<file path="src/rtl/stopwatch_ctrl.sv">
// rtl/stopwatch_ctrl.sv - stopwatch key debounce, run/pause/clear FSM and 1 Hz tick generator
module stopwatch_ctrl #(
  parameter int SEC_CNT = 50_000_000,
  parameter int DEB_CNT = 1_000_000
) (
  input  logic CLK,
  input  logic RST,
  input  logic KEY_SS,
  input  logic KEY_CLR,
  output logic EN1HZ,
  output logic CLR,
  output logic RUN
);

  localparam int PW = (SEC_CNT > 1) ? $clog2(SEC_CNT) : 1;
  localparam int DW = $clog2(DEB_CNT + 1);
  localparam logic [PW-1:0] PRESC_MAX = PW'(SEC_CNT - 1);
  localparam logic [DW-1:0] DEB_MAX   = DW'(DEB_CNT - 1);

  // Key index 0 is start/stop, index 1 is clear.
  localparam int K_SS  = 0;
  localparam int K_CLR = 1;

  typedef enum logic [1:0] {
    S_IDLE  = 2'd0,
    S_RUN   = 2'd1,
    S_PAUSE = 2'd2
  } state_t;

  logic [1:0]    rst_pipe;
  logic          rst_n;
  logic [1:0]    key_raw;
  logic [1:0]    sync_a;
  logic [1:0]    sync_b;
  logic [1:0]    acc;
  logic [1:0]    press;
  logic [DW-1:0] deb_cnt [2];
  state_t        state;
  state_t        state_next;
  logic          clr_fire;
  logic          counting;
  logic [PW-1:0] presc;

  assign key_raw = {KEY_CLR, KEY_SS};

  // Reset synchronizer: asserts immediately, releases only after two clean edges.
  always_ff @(posedge CLK or negedge RST) begin
    if (!RST) begin
      rst_pipe <= 2'b00;
    end else begin
      rst_pipe <= {rst_pipe[0], 1'b1};
    end
  end

  assign rst_n = rst_pipe[1];

  // Two-flop synchronizers for the raw pushbuttons; released (1) out of reset.
  always_ff @(posedge CLK or negedge rst_n) begin
    if (!rst_n) begin
      sync_a <= 2'b11;
      sync_b <= 2'b11;
    end else begin
      sync_a <= key_raw;
      sync_b <= sync_a;
    end
  end

  // Per-key debounce: a level must differ from the accepted one for DEB_CNT
  // consecutive cycles before it is taken; a 1->0 acceptance emits one press pulse.
  always_ff @(posedge CLK or negedge rst_n) begin
    if (!rst_n) begin
      acc        <= 2'b11;
      press      <= 2'b00;
      deb_cnt[0] <= '0;
      deb_cnt[1] <= '0;
    end else begin
      for (int i = 0; i < 2; i++) begin
        press[i] <= 1'b0;
        if (sync_b[i] == acc[i]) begin
          deb_cnt[i] <= '0;
        end else if (deb_cnt[i] == DEB_MAX) begin
          acc[i]     <= sync_b[i];
          deb_cnt[i] <= '0;
          press[i]   <= acc[i];
        end else begin
          deb_cnt[i] <= deb_cnt[i] + 1'b1;
        end
      end
    end
  end

  // FSM state register.
  always_ff @(posedge CLK or negedge rst_n) begin
    if (!rst_n) begin
      state <= S_IDLE;
    end else begin
      state <= state_next;
    end
  end

  // Next state: SS wins while running, CLR wins when stopped.
  always_comb begin
    state_next = state;
    clr_fire   = 1'b0;
    case (state)
      S_IDLE, S_PAUSE: begin
        if (press[K_CLR]) begin
          state_next = S_IDLE;
          clr_fire   = 1'b1;
        end else if (press[K_SS]) begin
          state_next = S_RUN;
        end
      end
      S_RUN: begin
        if (press[K_SS]) begin
          state_next = S_PAUSE;
        end
      end
      default: state_next = S_IDLE;
    endcase
  end

  // Count only while staying in RUN, so a pause on the wrap cycle keeps the tick pending.
  assign counting = (state == S_RUN) && (state_next == S_RUN);

  // Prescaler: 0..SEC_CNT-1 while running, holds in pause, cleared with CLR.
  always_ff @(posedge CLK or negedge rst_n) begin
    if (!rst_n) begin
      presc <= '0;
    end else if (clr_fire) begin
      presc <= '0;
    end else if (counting) begin
      presc <= (presc == PRESC_MAX) ? '0 : presc + 1'b1;
    end
  end

  // Registered outputs: tick on wrap, clear pulse, run status.
  always_ff @(posedge CLK or negedge rst_n) begin
    if (!rst_n) begin
      EN1HZ <= 1'b0;
      CLR   <= 1'b0;
      RUN   <= 1'b0;
    end else begin
      EN1HZ <= counting && (presc == PRESC_MAX);
      CLR   <= clr_fire;
      RUN   <= (state_next == S_RUN);
    end
  end

endmodule
</file>
<file path="config.mk">
export PLATFORM = sky130hd
export DESIGN_NAME = stopwatch_ctrl
export DESIGN_NICKNAME = d
export VERILOG_FILES = /design/src/rtl/stopwatch_ctrl.sv
export SDC_FILE = /design/constraint.sdc
export NUM_CORES = 1
export LEC_CHECK = 0
export ABC_AREA = 1
export BUFFER_PORTS_ARGS = -buffer_cell sky130_fd_sc_hd__buf_2
export CAP_MARGIN = 40
export CORE_ASPECT_RATIO = 1.1
export CORE_UTILIZATION = 35
export DETAILED_ROUTE_END_ITERATION = 8
export PLACE_DENSITY = 0.52
export SLEW_MARGIN = 10
export SYNTH_ARGS = -nofsm -noshare
export SYNTH_HDL_FRONTEND = slang
export SYNTH_SLANG_ARGS = --single-unit
</file>
<file path="constraint.sdc">
create_clock -name CLK -period 2.5 [get_ports CLK]
set_input_delay 0.125 -clock CLK [delete_from_list [all_inputs] [get_ports CLK]]
set_output_delay 0.125 -clock CLK [all_outputs]
set_load 0.05 [all_outputs]
</file>
======== Word-level counts from Yosys, hierarchy flattened ========
Index checks and enable logic that the tools add are counted.
storage, ports and cells
  flip-flop bits (word level) ............. 81
  bits of input ports ..................... 4
  output and inout port bits .............. 3
cells by class
  add/sub/neg operators ................... 3
  equality and inequality tests ........... 8
  mux-type cells .......................... 17
  bitwise logic cells ..................... 2
  reductions and logical operators ........ 7
operators with widths
  cell                                                              count
  20-bit two-way mux                                                4
  26-bit two-way mux                                                3
  20-bit by 1-bit adder with 20-bit output (second input constant)  2
  20-bit == test (second input constant)                            2
  26-bit by 1-bit adder with 26-bit output (second input constant)  1
  26-bit == test (second input constant)                            1
  1-bit two-way mux                                                 6
  2-bit two-way mux                                                 3
  2-bit by 1-bit == test with 1-bit output (second input constant)  2
  2-bit one-hot mux with 2 select lines                             1
  2-bit AND reduction                                               2
  1-bit == test                                                     2
  2-bit == test (second input constant)                             1
  1-bit logical AND                                                 2
  2-bit logical NOT                                                 1
  1-bit NOT                                                         2
  2-bit nonzero test                                                1
  2-bit OR reduction                                                1

======== Logic depth before layout (Yosys ltp) ========
  depth in word-level cells ............... 7
  depth in mapped cells ................... 11
  gate-level depth less buffers ........... 10

======== Least setup slack after synthesis ========
OpenSTA, ideal clock, no wires.
  kind .................................... register to register
  from .................................... reg deb_cnt[0] (netlist bit)
  to ...................................... reg deb_cnt[17] (netlist bit)
  library setup time ...................... 0.119 ns
  arrival time ............................ 1.276 ns
  data required time ...................... 2.381 ns
  path slack .............................. 1.105 ns
  stages on the path, launching flop included .. 9
  buffers on the path ..................... 0
  cell sequence ........................... dfrtp_1 > ha_1 > nand3_1 > nor3_2 > nand3_1 > nand2_2 > inv_1 > nand2_1 > nor2_1
between the ends
  cells in the longest elaborated chain, start to end .. 3
  elaborated cells between the ends (all ways) .. 4
  classes of those cells .................. 1 x add/sub; 1 x eq/ne; 2 x mux
RTL lines
  element                                                                     line    RTL
  start: declaration                                                          37      logic [DW-1:0] deb_cnt [2];
  start signal: indexed assignment                                            86      deb_cnt[i] <= deb_cnt[i] + 1'b1;
  20-bit by 1-bit adder with 20-bit output or 20-bit == test (tied branches)  86, 81
  20-bit two-way mux *                                                        81      end else if (deb_cnt[i] == DEB_MAX) begin
  20-bit two-way mux *                                                        79      if (sync_b[i] == acc[i]) begin
Every way passes the cells marked *; elsewhere a longest branch is shown, timed or not.
A chain may end at the register's enable or synchronous reset.

======== Final worst setup path ========
  from .................................... reg press[0]
  to ...................................... reg presc[17]
between the ends
  cells in the longest elaborated chain, start to end .. 6
  elaborated cells between the ends (all ways) .. 7
  classes of those cells .................. 1 x eq/ne; 4 x mux; 2 x reduce/logical
RTL lines
  element                                     line  RTL
  start: declaration                          36    logic [1:0] press;
  start signal: indexed assignment            84    press[i] <= acc[i];
  2-bit two-way mux                           110   end else if (press[K_SS]) begin
  2-bit two-way mux                           107   if (press[K_CLR]) begin
  2-bit one-hot mux with 2 select lines *     105   case (state)
  2-bit by 1-bit == test with 1-bit output *  124   assign counting = (state == S_RUN) && (state_next == S_RUN);
  1-bit logical AND *                         124
  2-bit nonzero test (no source line) *       --
  end signal: assignment                      133   presc <= (presc == PRESC_MAX) ? '0 : presc + 1'b1;
  end: declaration                            42    logic [PW-1:0] presc;
Marked as above.

==> reports/metrics.cfg <==
[run_status]
status = complete, no violations

[floorplan]
die_area_sq_um = 13200
fp.dieW_microns = 109.7
core_sq_um = 12240
die_h_microns = 120.4
ioPinCount = 7
rows = 42
start_util_pct = 36.44

[logic_synthesis]
synthTopCellsByArea = dfrtp_1, nand2_1, nor2_1
synth_cell_types = 35
syn_area_sq_um = 4462
synth.largest_area_cell = dfrtp_1
syn_inst = 582
synthMostInstantiatedCell = nand2_1
synthTopCellsByCount = nand2_1, nor2_1, inv_1
async_flop_share_pct = 100.0
synth.yosys.seq_area_share_pct = 45.60
synth_edf_count = 0
yosysWarningCount = 0
synth-main-ff-cell = dfrtp_1
synth-seq-cells = 81
synth.top_cell.area_share_pct = 42.06
avgSynthCellArea_sq_um = 7.666
synth_nets = 589

[worst_setup_path]
max_stage_delay_ns = 0.37
critPathCaptureType = register
timing.critical_path.mode_cell = inv_1
critPathTopFamily = simple AND/OR/NAND/NOR gates
worstSetupPathType = reg -> reg
cp.required_ns = 2.72
critPathLaunchType = register
path_buf_inv = 2
cp_cell_sequence = inv_1, nand3_2, nand2_4, inv_1, o21ai_0, nor2_1
worst-path-max-fanout = 22
critical_path_arrival_ns = 1.93
slowest_stage = dfrtp_1

[global_route]
track_usage_pct = 16.45
grt_pass1_wl_mm = 16.69
grt_pass1_vias = 3528
grt_max_degree = 37
grt_antenna_before_repair = 0
grt-ovfl-total = 0

[pwr]
power_mw = 2.782
power.density_nw_per_um2 = 556.6
leakagePower_nw = 2.253
vdd_drop_max_uv = 279.3

[routing]
firstDrtPassIters = 5
remaining_drc_errors = 0
routed-wl-met2_mm = 4.435
met3_length_microns = 286
dr.first_iter.drc_count = 220
ant_nets = 0
highest_layer = met4
wl_met1_mm = 4.551
wirelength_mm = 9.461
via_per_inst = 4.717
via_count = 3580
wl_per_cell_microns = 12.47

[run]
maxCapViolCount = 0

[final_layout]
antennaDiodeCount = 0
multi_input_area_sq_um = 2052
fin_nets = 607
drive_above_1_share_pct = 10.58
regArea_sq_um = 2038
area_growth_pct = 12.03
fin_cells = 759
fillers = 1275

[clock_network]
cts_inserted_buffers = 9
htree_levels = 3
clockRootBuffer = clkbuf_16
clock_path_buffers = 2
clk_pin_slew_ns = 0.06
cts_tree = built
insertion_delay_ns = 0.35
cts_resized = 0
cts.sinks = 81

[sta]
finalSetupViolations = 0
skew_ns = 0.007304
timing_hold_violations_final = 0
finalWorstSetupSlack_ns = 0.7970
min_period_over_period_pct = 68.12
rsz0062_at_grt = no
tns_ns = 0
max_freq_ghz = 0.5872
period_minus_slack_ns = 1.703
drv_slew = 0

[place]
port_buffers = 6
pre_cts_ws_ns = 0.7872
dp_cells = 740
dp_hpwl_mm = 6.952
routabilityCongestion = 0.8622

[worst_hold_path]
hp-class = in -> async

## logic make-up after synthesis
family,Yosys count,synth area share (%)
other,1,0.08405
and+or+nand+nor,358,36.90
xor gates and xnor gates,26,5.104
DFF,81,45.60
adders and majority gates,3,0.8414
AOI/OAI and AO/OA,25,3.057
buffers and inverters,88,8.413
## path summary, 6_finish.rpt
path                        startpoint           to  slack (ns)  cells after the start
hold reg to reg            rst_pipe[1]    presc[10]        0.29                      0
min in group CLK           rst_pipe[0]  rst_pipe[1]        0.35                      0
setup / recovery              press[0]    presc[17]        0.80                      6
setup reg to reg              press[0]    presc[17]        0.80                      6
max in group asynchronous  rst_pipe[1]    sync_a[0]        1.54                      1
hold / removal                     RST  rst_pipe[1]        0.09                      2
## state kept, by name, summed over array words and instances, names as in the netlist
register  cells
deb_cnt      40
presc        26
acc           2
press         2
rst_pipe      2
state         2
sync_a        2
sync_b        2
CLR           1
EN1HZ         1
RUN           1
## stage by stage
stage	area, sq um	util [%]	hold slack [ns]
3_3_place_gp	4652	37.99	-0.08828
4_1_cts	4999	40.82	0.07941
3_5_place_dp	4652	37.99	-0.08633
5_1_grt	4999	40.82	0.1057
2_1_floorplan	4462	-	-0.1706
6_report	4999	40.82	0.08986
## cell usage in the layout (no fill, tap or decap), types with 11 or more instances in the layout
cell     count
nand2_1    133
dfrtp_1     74
nor2_2      11
inv_1       82
o21ai_0     11
nor3_1      19
nor2_1     107
nand3_1     42
xor2_1      21
nand4_1     17
## cell type report
| cell class | count | area share (%) |
|---|---|---|
| multi-input cells | 413 | 41.05 |
| flip-flops and latches | 81 | 40.78 |
| inverters | 83 | 6.333 |
| clock buffers | 12 | 5.332 |
| well taps | 154 | 3.855 |
| repair buffers | 12 | 1.652 |
| clock inverters | 4 | 1.001 |
## power breakdown
part	internal [mW]	switching [mW]	leakage, nW
combinational	0.0176	0.0353	1.00
clock	0.853	0.531	0.151
sequential	1.33	0.0182	1.10
## routing by layer
| metal | track usage, % | vias to the layer above |
|---|---|---|
| li1 | - | 1857 |
| met1 | 21.72 | 1664 |
| met2 | 26.30 | 47 |
| met3 | 3.073 | 12 |
| met4 | 6.750 | 0 |
| met5 | 0 | - |
## timing repair
item / CTS / global route
setup endpoints to repair: 0 / 0
setup buffers: 0 / 0
hold buffers: 3 / 0
endpoints found under the hold margin: 4 / 0
Power figures use the tool's default switching activity.
